## config.mk

```make
export PLATFORM = sky130hd
export DESIGN_NAME = mac_controller
export DESIGN_NICKNAME = d
export VERILOG_FILES = /design/src/rtl/mac_ctrl_pkg.sv /design/src/rtl/mac_controller_elem_counter.sv /design/src/rtl/mac_controller.sv
export SDC_FILE = /design/constraint.sdc
export NUM_CORES = 1
export LEC_CHECK = 0
export CAP_MARGIN = 10
export CORE_ASPECT_RATIO = 0.9
export CORE_UTILIZATION = 44
export DETAILED_ROUTE_END_ITERATION = 8
export PLACE_DENSITY = 0.74
export SLEW_MARGIN = 20
export SYNTH_ARGS = -nofsm -noshare
export SYNTH_HDL_FRONTEND = slang
export SYNTH_SLANG_ARGS = --single-unit
```

## constraint.sdc

```tcl
create_clock -name clk -period 2.65 [get_ports clk]
set_input_delay 0.795 -clock clk [delete_from_list [all_inputs] [get_ports clk]]
set_output_delay 0.795 -clock clk [all_outputs]
set_load 0.02 [all_outputs]
```

## src/rtl/mac_ctrl_pkg.sv

```systemverilog
// Shared definitions for the multiply-accumulate sequencing controller.
// Contents: controller state encoding and a small state-decode helper.
package mac_ctrl_pkg;

  typedef enum logic [1:0] {
    IDLE  = 2'd0,
    ACCUM = 2'd1,
    DONE  = 2'd2
  } mac_state_e;

  // The controller is busy whenever an operation owns the datapath.
  function automatic logic state_is_busy(input mac_state_e st);
    return (st == ACCUM) || (st == DONE);
  endfunction

endpackage

```

## src/rtl/mac_controller_elem_counter.sv

```systemverilog
// Element index counter for the multiply-accumulate controller.
// Ports:
//   clk, reset_n : clock and asynchronous active-low reset
//   clr          : synchronous clear to zero (new operation or abort)
//   inc          : advance to the next operand pair
//   len_q        : latched vector length of the current operation
//   idx          : index of the next pair to be accepted
//   last         : idx addresses the final pair (idx == len_q - 1)
module elem_counter #(
  parameter int LEN_WIDTH = 8
) (
  input  logic                 clk,
  input  logic                 reset_n,
  input  logic                 clr,
  input  logic                 inc,
  input  logic [LEN_WIDTH-1:0] len_q,
  output logic [LEN_WIDTH-1:0] idx,
  output logic                 last
);

  localparam logic [LEN_WIDTH-1:0] ONE_C = {{(LEN_WIDTH-1){1'b0}}, 1'b1};

  logic [LEN_WIDTH-1:0] idx_r;

  // Index register: clear wins over increment, otherwise hold.
  always_ff @(posedge clk or negedge reset_n) begin
    if (!reset_n) begin
      idx_r <= {LEN_WIDTH{1'b0}};
    end else if (clr) begin
      idx_r <= {LEN_WIDTH{1'b0}};
    end else if (inc) begin
      idx_r <= idx_r + ONE_C;
    end else begin
      idx_r <= idx_r;
    end
  end

  // The last pair never increments the index, so the maximum length
  // finishes at len_q-1 without wrapping.
  assign last = (idx_r == (len_q - ONE_C));
  assign idx  = idx_r;

endmodule

```

## src/rtl/mac_controller.sv

```systemverilog
// Sequencing controller for a multiply-accumulate dot-product datapath.
// Accepts one operand pair per cycle, steers the accumulate mux, and
// loads the partial-product and final-data registers.
// Ports:
//   clk, reset_n          : clock, asynchronous active-low reset
//   start, len            : begin an operation of len pairs (IDLE only)
//   abort                 : cancel an operation in ACCUM
//   in_valid / in_ready   : operand-pair handshake
//   en_Mux                : 0 = add to zero, 1 = add to partial product
//   en_PPReg, en_FDReg    : partial-product / final-data load enables
//   busy, done, len_err   : status (done and len_err are 1-cycle pulses)
//   elem_idx              : index of the next pair to be accepted
module mac_controller
  import mac_ctrl_pkg::*;
#(
  parameter int DATA_WIDTH = 8,
  parameter int LEN_WIDTH  = 8
) (
  input  logic                 clk,
  input  logic                 reset_n,
  input  logic                 start,
  input  logic [LEN_WIDTH-1:0] len,
  input  logic                 abort,
  input  logic                 in_valid,
  output logic                 in_ready,
  output logic                 en_Mux,
  output logic                 en_PPReg,
  output logic                 en_FDReg,
  output logic                 busy,
  output logic                 done,
  output logic                 len_err,
  output logic [LEN_WIDTH-1:0] elem_idx
);

  localparam logic [LEN_WIDTH-1:0] LEN_ZERO_C = {LEN_WIDTH{1'b0}};

  mac_state_e           state_r;
  mac_state_e           state_next_s;
  logic [LEN_WIDTH-1:0] len_q_r;
  logic                 len_err_r;
  logic                 start_ok_s;
  logic                 start_bad_s;
  logic                 xfer_s;
  logic                 last_s;
  logic                 cnt_clr_s;
  logic                 cnt_inc_s;
  logic [LEN_WIDTH-1:0] idx_s;

  assign start_ok_s  = (state_r == IDLE) && start && (len != LEN_ZERO_C);
  assign start_bad_s = (state_r == IDLE) && start && (len == LEN_ZERO_C);
  // abort masks the handshake, so it takes priority over in_valid.
  assign xfer_s      = (state_r == ACCUM) && !abort && in_valid;
  assign cnt_clr_s   = start_ok_s || ((state_r == ACCUM) && abort);
  assign cnt_inc_s   = xfer_s && !last_s;

  elem_counter #(
    .LEN_WIDTH(LEN_WIDTH)
  ) u_elem_counter (
    .clk    (clk),
    .reset_n(reset_n),
    .clr    (cnt_clr_s),
    .inc    (cnt_inc_s),
    .len_q  (len_q_r),
    .idx    (idx_s),
    .last   (last_s)
  );

  // State register.
  always_ff @(posedge clk or negedge reset_n) begin
    if (!reset_n) begin
      state_r <= IDLE;
    end else begin
      state_r <= state_next_s;
    end
  end

  // Length latch and zero-length error pulse.
  always_ff @(posedge clk or negedge reset_n) begin
    if (!reset_n) begin
      len_q_r   <= LEN_ZERO_C;
      len_err_r <= 1'b0;
    end else begin
      len_err_r <= start_bad_s;
      if (start_ok_s) begin
        len_q_r <= len;
      end else begin
        len_q_r <= len_q_r;
      end
    end
  end

  // Next-state decode.
  always_comb begin
    state_next_s = state_r;
    case (state_r)
      IDLE: begin
        if (start_ok_s) begin
          state_next_s = ACCUM;
        end else begin
          state_next_s = IDLE;
        end
      end
      ACCUM: begin
        if (abort) begin
          state_next_s = IDLE;
        end else if (xfer_s && last_s) begin
          state_next_s = DONE;
        end else begin
          state_next_s = ACCUM;
        end
      end
      DONE:    state_next_s = IDLE;
      default: state_next_s = IDLE;
    endcase
  end

  // Output decode: enables follow the live handshake in ACCUM.
  always_comb begin
    in_ready = 1'b0;
    en_Mux   = 1'b0;
    en_PPReg = 1'b0;
    en_FDReg = 1'b0;
    done     = 1'b0;
    case (state_r)
      IDLE: begin
        in_ready = 1'b0;
      end
      ACCUM: begin
        in_ready = !abort;
        en_PPReg = xfer_s;
        en_Mux   = xfer_s && (idx_s != LEN_ZERO_C);
        en_FDReg = xfer_s && last_s;
      end
      DONE: begin
        done = 1'b1;
      end
      default: begin
        done = 1'b0;
      end
    endcase
  end

  assign busy     = state_is_busy(state_r);
  assign len_err  = len_err_r;
  assign elem_idx = idx_s;

endmodule

```

==> results by group <==
Flow run
  – Max-cap viol count: 0

Pwr
  – Power Internal: 606 uW
  – Switching pwr: 333 uW
  – Clock network fraction of total power: 16.4%
  – Net Sw Frac: 35.5%
  – Sequential share of power: 37.6%
  – Combinational share of power: 46.1%
  – PD cells: 492 mW/mm2
  – Leak pwr: 0.827 nW
  – VDD IR max: 0.286 mV

Die
  – Die Footprint: 0.00300 mm2
  – Die Span Y: 52.0 um
  – IO Count: 28
  – Core Area: 0.00255 mm2
  – Starting density of the core: 47.9%
  – Std cell rows: 17
  – Width of the die: 57.6 um

Routing
  – Final wirelength: 3270 um
  – Routed vias/inst: 5.53
  – Wirelength per Cell: 14.9 um
  – Via Count: 1216
  – DR pass1 iterations: 6
  – DRC viols: 1
  – DRT iter0 DRCs: 46
  – Detail Route Antenna Nets: 0

Global route
  – Vias in the first global route: 1207
  – Initial antenna violation count: 0
  – Pin count of the biggest net entering global routing: 20
  – Grt ovf: 0
  – First-pass GRT wire length: 5420 um
  – Aggregate global-route resource usage: 24.3%

Clock tree
  – Num CTS Buffers: 3
  – CTS tree: done
  – Bufs on Longest Clock Path: 2
  – Clock Pin Slew Worst Setup and Hold Paths: 120 ps
  – Cts hold-fix bufs: 0
  – H-tree levels: 1
  – Root Buffer: clkbuf_4
  – Clock Latency Late Sink: 300 ps
  – Clock sink total: 19

Outcome
  – Status: finished with violations
  – Failing checks: DRC, setup timing

Critical path
  – Reg-to-reg critical path startpoint: len_q_r[1]
  – Critical Path AT: 2130 ps
  – Data required, critical path: 1860 ps
  – CP max stage delay: 440 ps
  – Slowest CP cell: dfrtp_1
  – RR Endpoint: u_elem_counter.idx[6]
  – Buffers & Inverters on Critical Path: 3
  – Worst-path fanout max: 4
  – Setup slack, reg-to-reg: 120 ps
  – Top cell by count, worst path: buf_6
  – CP startpoint kind: register
  – WS Path Type: reg -> out
  – Worst r2r path cells: 8
  – CP Cell Sequence: or3_4 > buf_6 > o31a_1 > o2111ai_2 > a211oi_4 > nand2_4 > inv_4 > buf_6
  – CP endpoint kind: primary output
  – Crit-path leading delay family: compound AO/OA/AOI/OAI gates

Yosys
  – Synth unique cells: 36
  – Asr flop ratio synth: 100%
  – Mapped cell area: 0.00122 mm2
  – Synth top area cells: dfrtp_1 (39%), ha_1 (6.1%), mux2_1 (4.6%), a21oi_1 (4.1%), xnor2_1 (3.6%)
  – #FFs+latches synth: 19
  – Syn_nets: 150
  – Seq/Total Area, Yosys: 38.9%
  – Post-synth top area share: 38.9%
  – Mapped Cells: 131
  – Count leader, synth: dfrtp_1
  – Post-synth top cells: dfrtp_1 (19), a21oi_1 (10), nand2_1 (9), inv_1 (8), o21ai_1 (8)
  – Cell type with the largest total area after synthesis: dfrtp_1
  – Yosys warnings: 0
  – Number of synthesized flops with an enable pin: 0
  – Main synth FF type: dfrtp_1
  – Syn_area_per_cell: 9.34 um2

STA
  – Slew Limit Fails: 0
  – Period Utilization, post-route: 110%
  – Worst-margin pin slew: 493 ps
  – Hold_ws: 549 ps
  – Final setup margin: -273 ps
  – Final setup viols: 1
  – Fmax: 342 MHz
  – Clock skew: 5.01 ps
  – Unrepaired setup endpoints after global routing: true
  – Slew headroom: 66.8%
  – Final Critical Period: 2920 ps
  – Final Hold Fails: 0

Placement
  – Final Wtd Congestion: 0.862
  – DP HPWL: 2390 um
  – Port Buf Inserts: 27
  – Placed insts: 210

Cells and area
  – Area Growth Syn to Fin: 56.1%
  – Fillers: 194
  – Final non-filler cell total: 220
  – Share of layout cells above drive strength 1: 34.9%
  – Nets: 212
  – ANT cells: 0

Hold path
  – Hold path endpoint: len_q_r[7]
  – Hold Path Class: reg -> reg
  – Hold Crit Depth: 2
  – Min-delay src: len_q_r[7]
placed cells by master, fill, tap and decap left out, types with 2 or more instances in the layout:
cell             netlist  routed
a21o_1                 2       2
a21oi_1               10      10
buf_4                  0      35
buf_6                  2       2
clkbuf_4               0       3
clkdlybuf4s50_1        0      23
dfrtp_1               19      19
ha_1                   6       5
inv_1                  8       6
inv_2                  3       4
mux2_1                 5       5
nand2_1                9       8
nand3_1                3       3
nand4_1                3       3
nor2_1                 3       2
nor2b_2                0       2
nor3_1                 3       3
nor4_1                 4       3
nor4b_4                0       2
o211ai_1               2       2
o21ai_1                8       9
o31ai_1                3       3
or3_1                  5       5
or3_4                  2       2
or4_1                  2       2
xnor2_1                5       4
xor2_1                 3       3
registers in the layout, indices dropped and copies added, names as in the netlist:
| register | cells |
|---|---|
| len_err | 1 |
| u_elem_counter.idx | 8 |
| len_q_r | 8 |
| state_r | 2 |
routing by layer:
| metal | routed length, um | global-route usage [%] | vias up | share of wire, % |
|---|---|---|---|---|
| li1 | - | - | 600 | - |
| met1 | 1480 | 31.4 | 590 | 45 |
| met2 | 1660 | 40.1 | 18 | 51 |
| met3 | 90 | 3.98 | 8 | 2.7 |
| met4 | 47 | 11.4 | 0 | 1.4 |
| met5 | 0 | 0 | - | 0 |
kinds of logic (layout without fill, tap and decap cells):
logic type | count (synthesis) | after routing | share of synthesized area, %
AO/OA/AOI/OAI | 33 | 33 | 17.3
XOR/XNOR | 8 | 8 | 5.73
adder cells (fa/ha/maj) | 6 | 6 | 6.13
buffers and inverters | 16 | 77 | 6.13
flip-flops | 19 | 19 | 38.9
multiplexers | 5 | 5 | 4.60
AND/OR/NAND/NOR | 44 | 44 | 21.3
power by group through the flow:
| stage | Clock (mW) | Combinational, mW | Sequential [mW] |
|---|---|---|---|
| finish | 0.154 | 0.433 | 0.353 |
| detailed placement | 0 | 0.327 | 0.355 |
| floorplan | 0 | 0.186 | 0.359 |
| global route | 0.169 | 0.467 | 0.357 |
| CTS | 0.158 | 0.371 | 0.351 |
| global placement | 0 | 0.320 | 0.353 |
tightest hold or removal path: cells and delay by family (launching register included):
family,cells,cell delay [ps]
DFF,1,410
AOI/OAI and AO/OA,1,60
buffers and inverters,1,60
how the worst max path moves through the flow:
stage                from  endpoint  slack [ps]  cells after the start
2_1_floorplan  len_q_r[2]  en_FDReg           4                      8
3_3_place_gp        abort  en_FDReg        -420                      7
3_5_place_dp   len_q_r[0]  en_FDReg        -570                      9
4_1_cts        len_q_r[5]  en_FDReg        -290                      7
5_1_grt        len_q_r[0]  en_FDReg        -360                      7
6_report       len_q_r[1]  en_FDReg        -270                      8
what timing repair did:
| item | 4_1_cts | 5_1_grt |
|---|---|---|
| cloned | 0 | 0 |
| setup endpoints to repair | 4 | 4 |
| buffers inserted | 4 | 2 |
| hold endpoints to repair | 0 | 0 |
| resized for setup | 24 | 18 |
| pin swaps | 7 | 7 |
metrics by stage:
stage	setup WS (ps)	setup TNS [ps]	util, %	total power, mW	instance area (um2)
3_3_place_gp	-417	-1400	67.7	0.672	1730
2_1_floorplan	3.64	0	-	0.545	1240
5_1_grt	-360	-360	74.9	0.993	1910
4_1_cts	-290	-290	71.5	0.880	1830
6_report	-273	-273	74.9	0.939	1910
3_5_place_dp	-566	-1600	67.7	0.682	1730
final cells by class:
type	instances	area (um2)	area share, %
multi-input combinational	96	803	42.0
timing repair buffer	62	526	27.5
sequential	19	475	24.9
inverter	11	43.8	2.29
tap	28	35.0	1.83
clock buffer	3	22.5	1.18
clock inverter	1	5.00	0.262
Note: power is estimated with default switching activity, not from simulation.
